`config.mk`:
```
export PLATFORM = sky130hd
export DESIGN_NAME = spi_reg_bridge_flat
export DESIGN_NICKNAME = d
export VERILOG_FILES = /design/src/rtl/spi_reg_pkg.sv /design/src/rtl/spi_reg_bridge_if.sv /design/src/rtl/spi_reg_rdmux.sv /design/src/rtl/spi_reg_bridge.sv /design/src/flat_wrapper.sv
export SDC_FILE = /design/constraint.sdc
export NUM_CORES = 1
export LEC_CHECK = 0
export ABC_AREA = 1
export CELL_PAD_IN_SITES_DETAIL_PLACEMENT = 0
export CELL_PAD_IN_SITES_GLOBAL_PLACEMENT = 1
export CORE_MARGIN = 2
export CORE_UTILIZATION = 34
export DETAILED_ROUTE_END_ITERATION = 16
export PLACE_DENSITY = 0.88
export SYNTH_ARGS = -nofsm -noshare
export SYNTH_HDL_FRONTEND = slang
export SYNTH_SLANG_ARGS = --single-unit
```
`constraint.sdc`:
```
create_clock -name clk200 -period 2.22 [get_ports clk200]
set_input_delay 0.444 -clock clk200 [delete_from_list [all_inputs] [get_ports clk200]]
set_output_delay 0.444 -clock clk200 [all_outputs]
set_load 0.05 [all_outputs]
```
`src/rtl/spi_reg_pkg.sv`:
```
//------------------------------------------------------------------------------
// Module : spi_reg_pkg
// Brief  : Shared types and constants for the SPI register bridge.
// Rev    : 1.0  initial release
//------------------------------------------------------------------------------
`default_nettype none

package spi_reg_pkg;

  typedef enum logic [1:0] {
    IDLE = 2'd0,
    CMD  = 2'd1,
    WR   = 2'd2,
    RD   = 2'd3
  } bridge_st_t;

  localparam int              CMD_RD_BIT = 7;
  localparam int              ADDR_W     = 7;
  localparam logic [ADDR_W-1:0] STAT_BASE = 7'h40;

endpackage

`default_nettype wire

```
`src/rtl/spi_reg_bridge_if.sv`:
```
//------------------------------------------------------------------------------
// Module : spi_reg_bridge_if
// Brief  : Byte-level link between the SPI slave deserializer and the bridge.
// Rev    : 1.0  initial release
//------------------------------------------------------------------------------
`default_nettype none

interface spi_reg_bridge_if;

  logic       frm_start_i;
  logic       frm_end_i;
  logic       rx_valid_i;
  logic [7:0] rx_data_i;
  logic [7:0] tx_data_o;

  // master: the deserializer side; slave: the register bridge
  modport master (
    output frm_start_i,
    output frm_end_i,
    output rx_valid_i,
    output rx_data_i,
    input  tx_data_o
  );

  modport slave (
    input  frm_start_i,
    input  frm_end_i,
    input  rx_valid_i,
    input  rx_data_i,
    output tx_data_o
  );

endinterface

`default_nettype wire

```
`src/rtl/spi_reg_rdmux.sv`:
```
//------------------------------------------------------------------------------
// Module : spi_reg_rdmux
// Brief  : Combinational readback select: RW registers, RO status or unmapped.
// Rev    : 1.0  initial release
//------------------------------------------------------------------------------
`default_nettype none

module spi_reg_rdmux
  import spi_reg_pkg::*;
#(
  parameter int         NUM_REGS  = 8,
  parameter int         NUM_STAT  = 4,
  parameter logic [7:0] UNMAP_VAL = 8'hEE
) (
  input  wire logic [ADDR_W-1:0]     addr,
  input  wire logic [8*NUM_REGS-1:0] regs,
  input  wire logic [8*NUM_STAT-1:0] stat,
  output      logic [7:0]            rdata
);

  // Register and status windows never overlap, so the last match wins safely.
  always_comb begin
    rdata = UNMAP_VAL;
    for (int i = 0; i < NUM_REGS; i++) begin
      if (addr == ADDR_W'(i)) rdata = regs[8*i +: 8];
    end
    for (int j = 0; j < NUM_STAT; j++) begin
      if (addr == STAT_BASE + ADDR_W'(j)) rdata = stat[8*j +: 8];
    end
  end

endmodule

`default_nettype wire

```
`src/rtl/spi_reg_bridge.sv`:
```
//------------------------------------------------------------------------------
// Module : spi_reg_bridge
// Brief  : SPI command decoder driving an RW register bank and status readback.
// Rev    : 1.0  initial release
//------------------------------------------------------------------------------
`default_nettype none

module spi_reg_bridge
  import spi_reg_pkg::*;
#(
  parameter int         NUM_REGS  = 8,
  parameter int         NUM_STAT  = 4,
  parameter logic [7:0] RST_VAL   = 8'h00,
  parameter logic [7:0] UNMAP_VAL = 8'hEE
) (
  input  wire logic                  clk200,
  input  wire logic                  rst,
  spi_reg_bridge_if.slave            bus,
  output      logic [8*NUM_REGS-1:0] reg_o,
  output      logic [NUM_REGS-1:0]   wr_stb_o,
  input  wire logic [8*NUM_STAT-1:0] stat_i,
  output      logic [7:0]            err_cnt_o
);

  bridge_st_t             r_state;
  logic [ADDR_W-1:0]      r_addr;
  logic [8*NUM_REGS-1:0]  r_regs;
  logic [NUM_REGS-1:0]    r_wr_stb;
  logic [7:0]             r_tx;
  logic [7:0]             r_err_cnt;

  bridge_st_t             w_eff_st;
  logic [ADDR_W-1:0]      w_rd_addr;
  logic [7:0]             w_rdata;
  logic                   w_err_inc;

  // A frame start overrides the current state so a coincident byte is the new cmd.
  assign w_eff_st  = bus.frm_start_i ? CMD : r_state;
  assign w_rd_addr = (w_eff_st == CMD) ? bus.rx_data_i[ADDR_W-1:0] : r_addr + 7'd1;
  assign w_err_inc = (bus.frm_start_i && (r_state != IDLE)) ||
                     (!bus.frm_start_i && (r_state == IDLE) && bus.rx_valid_i);

  spi_reg_rdmux #(
    .NUM_REGS  (NUM_REGS),
    .NUM_STAT  (NUM_STAT),
    .UNMAP_VAL (UNMAP_VAL)
  ) u_rdmux (
    .addr  (w_rd_addr),
    .regs  (r_regs),
    .stat  (stat_i),
    .rdata (w_rdata)
  );

  always_ff @(posedge clk200) begin
    if (rst) begin
      r_state   <= IDLE;
      r_addr    <= '0;
      r_regs    <= {NUM_REGS{RST_VAL}};
      r_wr_stb  <= '0;
      r_tx      <= 8'h00;
      r_err_cnt <= 8'h00;
    end else begin
      r_wr_stb <= '0;
      if (w_err_inc && (r_err_cnt != 8'hFF)) r_err_cnt <= r_err_cnt + 8'd1;

      case (w_eff_st)
        IDLE: begin
          r_state <= IDLE;
          r_tx    <= 8'h00;
        end
        CMD: begin
          r_state <= CMD;
          r_tx    <= 8'h00;
          if (bus.rx_valid_i) begin
            r_addr <= bus.rx_data_i[ADDR_W-1:0];
            if (bus.rx_data_i[CMD_RD_BIT]) begin
              r_state <= RD;
              r_tx    <= w_rdata;
            end else begin
              r_state <= WR;
            end
          end
        end
        WR: begin
          r_state <= WR;
          r_tx    <= 8'h00;
          if (bus.rx_valid_i) begin
            r_addr <= r_addr + 7'd1;
            for (int i = 0; i < NUM_REGS; i++) begin
              if (r_addr == ADDR_W'(i)) begin
                r_regs[8*i +: 8] <= bus.rx_data_i;
                r_wr_stb[i]      <= 1'b1;
              end
            end
          end
        end
        RD: begin
          r_state <= RD;
          if (bus.rx_valid_i) begin
            r_addr <= r_addr + 7'd1;
            r_tx   <= w_rdata;
          end
        end
        default: begin
          r_state <= IDLE;
          r_tx    <= 8'h00;
        end
      endcase

      // Frame end lands after the byte above has been committed.
      if (bus.frm_end_i) begin
        r_state <= IDLE;
        r_tx    <= 8'h00;
      end
    end
  end

  assign bus.tx_data_o = r_tx;
  assign reg_o         = r_regs;
  assign wr_stb_o      = r_wr_stb;
  assign err_cnt_o     = r_err_cnt;

endmodule

`default_nettype wire

```
`src/flat_wrapper.sv`:
```
// flat-port wrapper written by rule: the top's interface ports become plain ports
module spi_reg_bridge_flat import spi_reg_pkg::*;
#(
  parameter int         NUM_REGS  = 8,
  parameter int         NUM_STAT  = 4,
  parameter logic [7:0] RST_VAL   = 8'h00,
  parameter logic [7:0] UNMAP_VAL = 8'hEE
)
  (clk200, rst, reg_o, wr_stb_o, stat_i, err_cnt_o, bus_frm_start_i, bus_frm_end_i, bus_rx_valid_i, bus_rx_data_i, bus_tx_data_o);
  spi_reg_bridge_if bus_i ();
  input  wire logic clk200;
  input  wire logic rst;
  output      logic [8*NUM_REGS-1:0] reg_o;
  output      logic [NUM_REGS-1:0] wr_stb_o;
  input  wire logic [8*NUM_STAT-1:0] stat_i;
  output      logic [7:0] err_cnt_o;
  input wire logic [$bits(bus_i.frm_start_i)-1:0] bus_frm_start_i;
  input wire logic [$bits(bus_i.frm_end_i)-1:0] bus_frm_end_i;
  input wire logic [$bits(bus_i.rx_valid_i)-1:0] bus_rx_valid_i;
  input wire logic [$bits(bus_i.rx_data_i)-1:0] bus_rx_data_i;
  output wire logic [$bits(bus_i.tx_data_o)-1:0] bus_tx_data_o;
  assign bus_i.frm_start_i = bus_frm_start_i;
  assign bus_i.frm_end_i = bus_frm_end_i;
  assign bus_i.rx_valid_i = bus_rx_valid_i;
  assign bus_i.rx_data_i = bus_rx_data_i;
  assign bus_tx_data_o = bus_i.tx_data_o;
  spi_reg_bridge #(.NUM_REGS(NUM_REGS), .NUM_STAT(NUM_STAT), .RST_VAL(RST_VAL), .UNMAP_VAL(UNMAP_VAL)) u_core (.clk200(clk200), .rst(rst), .bus(bus_i), .reg_o(reg_o), .wr_stb_o(wr_stb_o), .stat_i(stat_i), .err_cnt_o(err_cnt_o));
endmodule
```
---- After elaboration in Yosys (flattened, before gate mapping) ----
Cells that the tools add are included.
Widths: inputs -> output; s select.
operators by class
  bitwise gates (word level) .............. 2
  add/sub/neg operators ................... 2
  reduce and logical (&&, ||, !) cells .... 25
  mux-type cells .......................... 32
  equal/unequal tests ..................... 25
operator list
  operator             number
  $mux 8               15
  $eq 7x3->1 const B   8
  $eq 7x2->1 const B   4
  $eq 7x7->1 const B   4
  $reduce_and 3->1     9
  $pmux 8 s3           1
  $mux 7               3
  $eq 7x1->1 const B   2
  $logic_not 7->1      2
  $pmux 7 s2           1
  $mux 1               9
  $add 8x1->8 const B  1
  $ne 8x8->1 const B   1
  $pmux 2 s4           1
  $add 7x1->7 const B  1
  $reduce_or 2->1      3
  $eq 2x2->1 const B   2
  $logic_and 1x1->1    4
  $logic_not 2->1      2
  $mux 2               2
  $ne 2x2->1 const B   2
  $reduce_bool 2->1    2
  $reduce_or 3->1      1
  $eq 2x1->1 const B   1
  4 further kinds      5
word-level totals
  bits in registers ....................... 97
  output and inout bits ................... 88
  word-level logic and storage cells ...... 99
  input bits .............................. 45

---- Logic depth before layout (Yosys ltp) ----
Gate-level depths: netlist (run 1).
  word-level depth ........................ 19
  depth in mapped cells ................... 19
  mapped depth without buffers ............ 18

---- Cells and area by module ----
From an unflattened synthesis (run 1), not the netlist that was laid out.
second synthesis, totals
  cell total of the unflattened synthesis .. 768
  area total of the unflattened synthesis .. 5200.0 um^2
modules (own cells, without submodules)
  module          seq. area each (um^2)  cells an instance  area an instance (um^2)  times used
  spi_reg_bridge  1941.9                 531                4058.9                   1
  spi_reg_rdmux   0.0                    237                1141.1                   1

---- Least setup slack after synthesis (run 1) ----
Ideal clock, no wire load.
  kind .................................... register -> register
  start ................................... register u_core.r_addr[0]
  end ..................................... register u_core.r_tx[2], in the netlist u_core.bus.tx_data_o[2]
  clock period less this slack ............ 2.034 ns
  path buffers ............................ 1
  stages on the path, launching flop included .. 16
  library setup time ...................... 0.134 ns
  path slack .............................. 0.186 ns
  data required time ...................... 2.086 ns
  arrival ................................. 1.900 ns
  path through ............................ dfxtp_1 > inv_1 > ha_1 > nand2_1 > nand2_2 > inv_1 > nand2_1 > nor2_4 > nand2_2 > inv_2 > buf_6 > a21oi_2 > nand4_1 > nand2_1 > nand4_1 > a21oi_1
between the ends
  longest elaborated chain between the ends .. 18
  elaborated cells on any way between the ends .. 30
  classes of those cells .................. 1 x add/sub; 11 x eq/ne; 17 x mux; 1 x reduce/logical
ends and longest elaborated chain
  item                    line                   source
  start, declared         spi_reg_bridge.sv:26   logic [ADDR_W-1:0] r_addr;
  start signal, assigned  spi_reg_bridge.sv:75   r_addr <= bus.rx_data_i[ADDR_W-1:0];
  start signal, assigned  spi_reg_bridge.sv:88   r_addr <= r_addr + 7'd1;
  start signal, assigned  spi_reg_bridge.sv:100  r_addr <= r_addr + 7'd1;
  $add 7x1->7 *           spi_reg_bridge.sv:39   assign w_rd_addr = (w_eff_st == CMD) ? bus.rx_data_i[ADDR_W-1:0] : r_addr + 7'd1;
  $mux 7 *                spi_reg_bridge.sv:39
  $logic_not 7->1         spi_reg_rdmux.sv:25    if (addr == ADDR_W'(i)) rdata = regs[8*i +: 8];
  $mux 8 (8 in series)    spi_reg_rdmux.sv:25
  $mux 8 (3 in series)    spi_reg_rdmux.sv:28    if (addr == STAT_BASE + ADDR_W'(j)) rdata = stat[8*j +: 8];
  $mux 8 *                spi_reg_rdmux.sv:28
  $mux 8                  spi_reg_bridge.sv:76   if (bus.rx_data_i[CMD_RD_BIT]) begin
  $mux 8                  spi_reg_bridge.sv:74   if (bus.rx_valid_i) begin
  $pmux 8 s3 *            spi_reg_bridge.sv:66   case (w_eff_st)
  end signal, assigned    spi_reg_bridge.sv:78   r_tx <= w_rdata;
  end signal, assigned    spi_reg_bridge.sv:101  r_tx <= w_rdata;
  end, declared           spi_reg_bridge.sv:29   logic [7:0] r_tx;
Mark *: on every way between the ends. The rest lies on a longest branch, timed or not. The select of a mux whose other input is x is not followed.
A chain may end at the register's enable or synchronous reset.

---- Final worst setup path (run 1) ----
  start ................................... input port bus_rx_data_i[2]
  end ..................................... register u_core.r_tx[5], in the netlist u_core.bus.tx_data_o[5]
between the ends
  longest elaborated chain between the ends .. 17
  elaborated cells on any way between the ends .. 29
  classes of those cells .................. 11 x eq/ne; 17 x mux; 1 x reduce/logical
ends and longest elaborated chain
  item                  line                  source
  start, declared       flat_wrapper.sv:20    input wire logic [$bits(bus_i.rx_data_i)-1:0] bus_rx_data_i;
  $mux 7 *              spi_reg_bridge.sv:39
  $logic_not 7->1       spi_reg_rdmux.sv:25
  $mux 8 (8 in series)  spi_reg_rdmux.sv:25
  $mux 8 (3 in series)  spi_reg_rdmux.sv:28
  $mux 8 *              spi_reg_rdmux.sv:28
  $mux 8                spi_reg_bridge.sv:76
  $mux 8                spi_reg_bridge.sv:74
  $pmux 8 s3 *          spi_reg_bridge.sv:66
Marked as above.

==> results of run 1 <==
[cell usage in the layout (no fill, tap or decap), types with 2 or more instances in the layout]
cell / Yosys / layout
nor2_1: 44 / 39
dfxtp_4: 0 / 2
or2_2: 12 / 12
nand3_1: 28 / 21
inv_1: 74 / 73
a31oi_1: 3 / 3
o21ai_0: 82 / 82
clkinv_1: 7 / 7
nand4_1: 28 / 28
nor3_2: 3 / 2
nor2_4: 3 / 7
o21ai_2: 2 / 2
nand3_2: 5 / 10
inv_4: 1 / 2
inv_2: 7 / 6
nand2_8: 2 / 3
a21oi_1: 87 / 87
nand2_4: 4 / 5
nand2_2: 9 / 16
clkdlybuf4s50_1: 0 / 131
inv_8: 0 / 3
a21oi_2: 4 / 4
clkbuf_16: 0 / 9
ha_4: 0 / 2
nor3_1: 6 / 6
nor2_2: 4 / 7
o21bai_1: 2 / 2
buf_6: 2 / 2
dfxtp_1: 97 / 92
nor3_4: 1 / 2
buf_12: 0 / 6
ha_1: 5 / 3
dfxtp_2: 0 / 3
nor4_1: 2 / 2
nand3_4: 1 / 3
a221oi_1: 3 / 3
or2_1: 7 / 7
nand2_1: 101 / 92
buf_4: 0 / 64
[cells in the mapped netlist (2+ instances only)]
cell type	instances
a21oi_2	4
nand2_1	101
or2_1	7
nand2_2	9
o21ai_0	82
inv_2	7
nand4_1	28
a31oi_1	3
ha_1	5
o21ai_2	2
nor2_2	4
nor3_2	3
buf_1	2
nand3_1	28
o21ai_1	2
nand2_4	4
buf_6	2
inv_1	74
nor2_1	44
clkinv_1	7
dfxtp_1	97
a221oi_1	3
nand3_2	5
nor3_1	6
a21oi_1	87
or2_2	12
buf_2	3
nor2_4	3
nor4_1	2
clkbuf_1	18
o21bai_1	2
nand2_8	2
[flip-flops by register name, indices dropped and copies added, names as in the netlist]
signal                cells
u_core.reg_o             64
u_core.r_addr             7
u_core.r_state            2
u_core.wr_stb_o           8
u_core.err_cnt_o          8
u_core.bus.tx_data_o      8
[layer usage]
layer,global-route usage,up-vias,routed length (um)
li1,-,2616,-
met1,0.313,2389,7880
met2,0.347,155,7540
met3,0.0443,20,1000
met4,0.0625,0,274
met5,0,-,0
[final timing paths]
kind         cells past startpoint                    start                       to
max                             14         bus_rx_data_i[2]  u_core.bus.tx_data_o[5]
min                              2  u_core.bus.tx_data_o[2]  u_core.bus.tx_data_o[2]
max reg2reg                     16         u_core.r_addr[1]  u_core.bus.tx_data_o[5]
min reg2reg                      2  u_core.bus.tx_data_o[2]  u_core.bus.tx_data_o[2]
[cell type report]
| type | count | share of cell area |
|---|---|---|
| clock inverter | 7 | 0.0127 |
| multi-input combinational | 459 | 0.353 |
| clock buffer | 9 | 0.0305 |
| inverter | 89 | 0.0469 |
| tap | 180 | 0.0305 |
| sequential | 97 | 0.264 |
| timing repair buffer | 204 | 0.263 |
[worst max-delay path: cells and delay by family]
kind,cells,cell delay (ns)
AOI/OAI and AO/OA,1,0.12
buffers and inverters,3,0.79
and+or+nand+nor,10,1.13
[where the power goes]
group	switching (W)	internal, W
clock	0.000777	0.000906
combinational	0.000395	0.000284
sequential	0.0000271	0.00176
total	0.00120	0.00295
[cells by family after synthesis]
group,count (synthesis)
and+or+nand+nor,261
AOI/OAI and AO/OA,190
buffers and inverters,114
DFF,97
adders and majority gates,5
xor gates and xnor gates,1
[timing repair]
action | 4_1_cts | 5_1_grt
gates cloned | 0 | 2
endpoints found under the setup margin | 8 | 8
pin swaps | 5 | 21
buffers inserted | 2 | 4
gates resized for setup | 17 | 34
[through the flow]
step	util	power (W)	instances	hold slack [ns]	cell area, sq um
floorplan	-	0.00215	668	0.493	4820
global placement	0.492	0.00243	1021	0.451	6820
detailed placement	0.492	0.00243	1021	0.455	6820
CTS	0.519	0.00412	1039	0.467	7210
global route	0.533	0.00432	1045	0.488	7390
finish	0.533	0.00415	1045	0.461	7390
==> impl_metrics.csv, run 1 <==
group,metric,value,unit
synthesis,synthAdderAreaFrac,0.0130,
drt,ant_nets,0,
setup_path,critPathKind,"primary input to register",
synthesis,yosysTopAreaCell,"dfxtp_1",
cts,cts_sinks,97,
drt,vias,5180,
cts,htree_levels,3,
timing,maxSlewViolCount,0,
synthesis,synth_seq_cells,97,
cts,clkTransAtPathRegs,0.07,ns
drt,dr.pass1.iters,4,
power_and_ir_drop,powerDensity,561,nW/um^2
global_routing,grt_overflow,0,
worst_hold_path,hp-class,"register to register",
cells_and_area,diodes,0,
setup_path,reg2reg_slack,0.04,ns
cells_and_area,drive_above_1_share,0.208,
timing,fmax,0.455,GHz
synthesis,netlist_instances,668,
synthesis,synth_top_family_by_area,"simple AND/OR/NAND/NOR gates",
timing,finClkSkew,0.0109,ns
drt,wl_per_cell,16.0,um
placement,gp_congestion,0.918,
global_routing,antenna_found_initial,0,
cells_and_area,multi_input_area,2610,sq um
synthesis,synth-simple-area-share,0.279,
timing,period_share,0.990,
cells_and_area,filler_cell_count,1334,
cts,cts_hold_buf,0,
cts,cts_root_buffer,"clkbuf_16",
floorplanning,die_area,15100,sq um
floorplanning,pin_count,133,
drt,drc,0,
power_and_ir_drop,p_leak,2.92,nW
timing,tns,0,ns
synthesis,ys_types,42,
synthesis,postSynthAreaPerCell,7.21,sq um
run,maxCapViolations,0,
synthesis,synth_area,4820,sq um
floorplanning,coreArea,13900,sq um
placement,io_buffers,132,
floorplanning,die_x,123,um
cts,cts_max_path_buffers,2,
synthesis,synth_edf_count,0,
setup_path,cp.arrival,2.49,ns
synthesis,synth-seq-area-share,0.403,
setup_path,max_stage_delay,0.50,ns
timing,period_needed,2.20,ns
status,outcome,"finished, final reports clean",
cts,worstSkewPairLatency,0.36,ns
global_routing,grt_pass1_vias,4878,
timing,setup_viol_count_final,0,
timing,worstMarginPinSlew,0.548,ns
setup_path,cp_data_required_time,2.51,ns
floorplanning,start_util,0.347,
synthesis,async_reset_ff_frac,0,
power_and_ir_drop,irDropWorstVdd,353,uV
global_routing,grt_pass1_wl,25.8,mm
synthesis,synth.top_cell.area_share,0.403,
synthesis,synth_xor_area_frac,0.00182,
placement,place_ws,-0.505,ns
setup_path,cpMaxStageDelayCell,"clkdlybuf4s50_1",
timing,rsz0062_at_grt,"true",
setup_path,cp_max_fo,5,
drt,drt-initial-drc-count,348,
cells_and_area,nets,910,
floorplanning,rows,43,
global_routing,grt_use_total,0.223,
setup_path,crit_top_cell,"nand4_1",
setup_path,path_cells,"clkdlybuf4s50_1, clkinv_1, nand3_1, nand2_2, nand3_4, buf_4, nor2_4, nand4_1, nand3_2, nor3_2, nand4_1, nand2_1, nand4_1, a21oi_1",
setup_path,start_kind,"primary input",
timing,slew-limit-headroom,0.634,
synthesis,synth_compound_area_frac,0.210,
floorplanning,die-height,123,um
drt,via_per_inst,4.96,
placement,hpwl,12.3,mm
setup_path,endpoint_kind,"register",
cts,cts_inserted_buffers,9,
cells_and_area,area.sequential,1950,sq um
synthesis,muxShareOfSynthArea,0,
timing,hold_violations,0,
synthesis,ys_dominant_reg_cell,"dfxtp_1",
timing,fin_ws,0.0216,ns
global_routing,grt_max_degree,37,
synthesis,synth_fp_nets,718,
synthesis,synthTopCellsByArea,"dfxtp_1, a21oi_1, o21ai_0, nand2_1, inv_1",
cells_and_area,synthToLayoutAreaGrowth,53.4,%
synthesis,ys_warn_count,0,
cts,cts_tree,"built",
drt,wl,16.7,mm
No activity file was read; power rests on OpenSTA's default activity.
==> run 2: changes to the inputs <==
==> constraint.sdc (replaced) <==
create_clock -name clk200 -period 2.22 [get_ports clk200]
set_input_delay 0.333 -clock clk200 [delete_from_list [all_inputs] [get_ports clk200]]
set_output_delay 0.333 -clock clk200 [all_outputs]
set_load 0.05 [all_outputs]
==> run 2 against run 1 <==
Against the previous run: the flow now finishes with violations (setup timing); global-route usage is 0.17 points lower; fmax is 2.6% lower; register-to-register slack worse by 0.08 ns; power is 3.2% lower; combinational power is 3% higher; critical path depth is 2 higher; core utilization is 0.50 points lower; worst setup slack worse by 0.059 ns; via count is 0.37% higher; die area stayed put; flip-flop and latch count stayed put; critical endpoint is now u_core.bus.tx_data_o[1].
==> impl_metrics.csv, run 2 (synthesized netlist as in run 1, its figures left out) <==
group,metric,value,unit
timing,tns,-0.0376,ns
timing,worstMarginPinSlew,0.551,ns
timing,rsz0062_at_grt,"true",
cells_and_area,layout.cells.non_filler,1039,
cts,cts_hold_buf,0,
timing,period_share,1.02,
timing,finClkSkew,0.00729,ns
floorplanning,start_util,0.347,
cells_and_area,diodes,0,
drt,wl_per_cell,16.3,um
cts,clkTransAtPathRegs,0.07,ns
setup_path,path_cells,"ha_4, inv_2, nand2_2, nand2_1, nand2_1, nand2_2, nand3_4, buf_12, nor2_4, nand4_1, nand3_4, nor3_4, nand4_1, nand2_1, nand4_1, a21oi_2",
setup_path,max_stage_delay,0.37,ns
drt,via_per_inst,5.00,
cells_and_area,final_common_cell,"clkdlybuf4s50_1",
timing,hold_violations,0,
global_routing,grt_pass1_vias,4862,
cts,cts_root_buffer,"clkbuf_16",
timing,fin_ws,-0.0376,ns
cts,worstSkewPairLatency,0.35,ns
floorplanning,coreArea,13900,sq um
timing,maxSlewViolCount,0,
setup_path,critPathKind,"register to register",
power_and_ir_drop,p_leak,2.92,nW
global_routing,grt_overflow,0,
placement,dpl.cell_count,1014,
run,maxCapViolations,0,
placement,gp_congestion,0.881,
cts,cts_tree,"built",
cts,cts_inserted_buffers,9,
drt,dr.pass1.iters,5,
placement,hpwl,12.1,mm
cells_and_area,nets,904,
cts,cts_max_path_buffers,2,
drt,ant_nets,0,
floorplanning,pin_count,133,
global_routing,grt_pass1_wl,25.7,mm
timing,setup_viol_count_final,1,
drt,drc,0,
cells_and_area,layout_common_cells,"clkdlybuf4s50_1, dfxtp_1, nand2_1, a21oi_1, o21ai_0",
drt,vias,5199,
cells_and_area,synthToLayoutAreaGrowth,52.0,%
floorplanning,die-height,123,um
setup_path,endpoint_kind,"register",
setup_path,cp_max_fo,5,
cts,htree_levels,3,
placement,io_buffers,132,
global_routing,grt_max_degree,72,
floorplanning,die_x,123,um
drt,drt-initial-drc-count,354,
placement,place_area,6750,sq um
setup_path,start_kind,"register",
worst_hold_path,hp-class,"register to register",
power_and_ir_drop,powerDensity,549,nW/um^2
drt,wl,17.0,mm
cts,cts_sinks,97,
cells_and_area,stdcell_area,7320,sq um
setup_path,cpMaxStageDelayCell,"dfxtp_4",
timing,slew-limit-headroom,0.631,
setup_path,cp_data_required_time,2.46,ns
status,failed_checks,"setup timing",
cells_and_area,fin_util,0.528,
cells_and_area,drive_above_1_share,0.212,
floorplanning,die_area,15100,sq um
power_and_ir_drop,irDropWorstVdd,344,uV
power_and_ir_drop,power,0.00402,W
timing,period_needed,2.26,ns
floorplanning,rows,43,
cells_and_area,largest_reg_flops,64,
setup_path,cp.arrival,2.50,ns
timing,fmax,0.443,GHz
status,outcome,"finished with violations",
global_routing,grt_use_total,0.221,
global_routing,antenna_found_initial,0,
==> run 2: cell types whose count changed in the layout (fill, tap and decap cells not counted), sizes merged <==
cell / delta
clkbuf: +1
inv: -1
clkinv: +1
bufinv: -1
nand2: +1
buf: -7
==> run 2: area by class of cell <==
cell class	instances	area, sq um
flip-flops and latches	97	1960
clock buffers	10	239
multi-input cells	460	2630
repair buffers	197	1880
inverters	89	347
fillers	1391	6560
well taps	180	225
clock inverters	6	50.0
==> run 2: worst paths after layout <==
kind / from / end / slack [ns] / cells past startpoint
hold reg to reg: u_core.bus.tx_data_o[2] / u_core.bus.tx_data_o[2] / 0.47 / 2
setup reg to reg: u_core.r_addr[1] / u_core.bus.tx_data_o[1] / -0.04 / 16
setup / recovery: u_core.r_addr[1] / u_core.bus.tx_data_o[1] / -0.04 / 16
hold / removal: u_core.bus.tx_data_o[2] / u_core.bus.tx_data_o[2] / 0.47 / 2
==> run 2: critical path, delay by kind of cell (launching register included) <==
| kind | cells | cell delay [ns] |
|---|---|---|
| flops | 1 | 0.37 |
| fa+ha+maj | 1 | 0.18 |
| buf+inv | 2 | 0.25 |
| compound gates | 1 | 0.06 |
| simple gates | 12 | 1.27 |
==> run 2: power by group <==
part           total (W)  internal [W]  switching, W  leakage [nW]
clock            0.00154      0.000805      0.000731         0.141
combinational   0.000696      0.000289      0.000406          1.99
sequential       0.00179       0.00176     0.0000253         0.786
==> run 2: through the flow <==
step / setup WS [ns] / hold WS [ns]
6_report: -0.0376 / 0.467
4_1_cts: 0.000953 / 0.472
3_3_place_gp: -0.373 / 0.454
3_5_place_dp: -0.431 / 0.461
2_1_floorplan: 0.186 / 0.455
5_1_grt: -0.154 / 0.495
==> run 2: per-layer routing <==
metal / wire length [um] / global-route usage / part of all wire
met1: 7980 / 0.312 / 0.47
met2: 7650 / 0.344 / 0.45
met3: 1100 / 0.0457 / 0.065
met4: 249 / 0.0554 / 0.015
met5: 0 / 0 / 0
==> run 2: timing repair <==
action                     CTS  global route
cloned                       0             3
pin swaps                    4            34
gates resized for setup     10            53
setup endpoints to repair    8             8
setup buffers                1             5
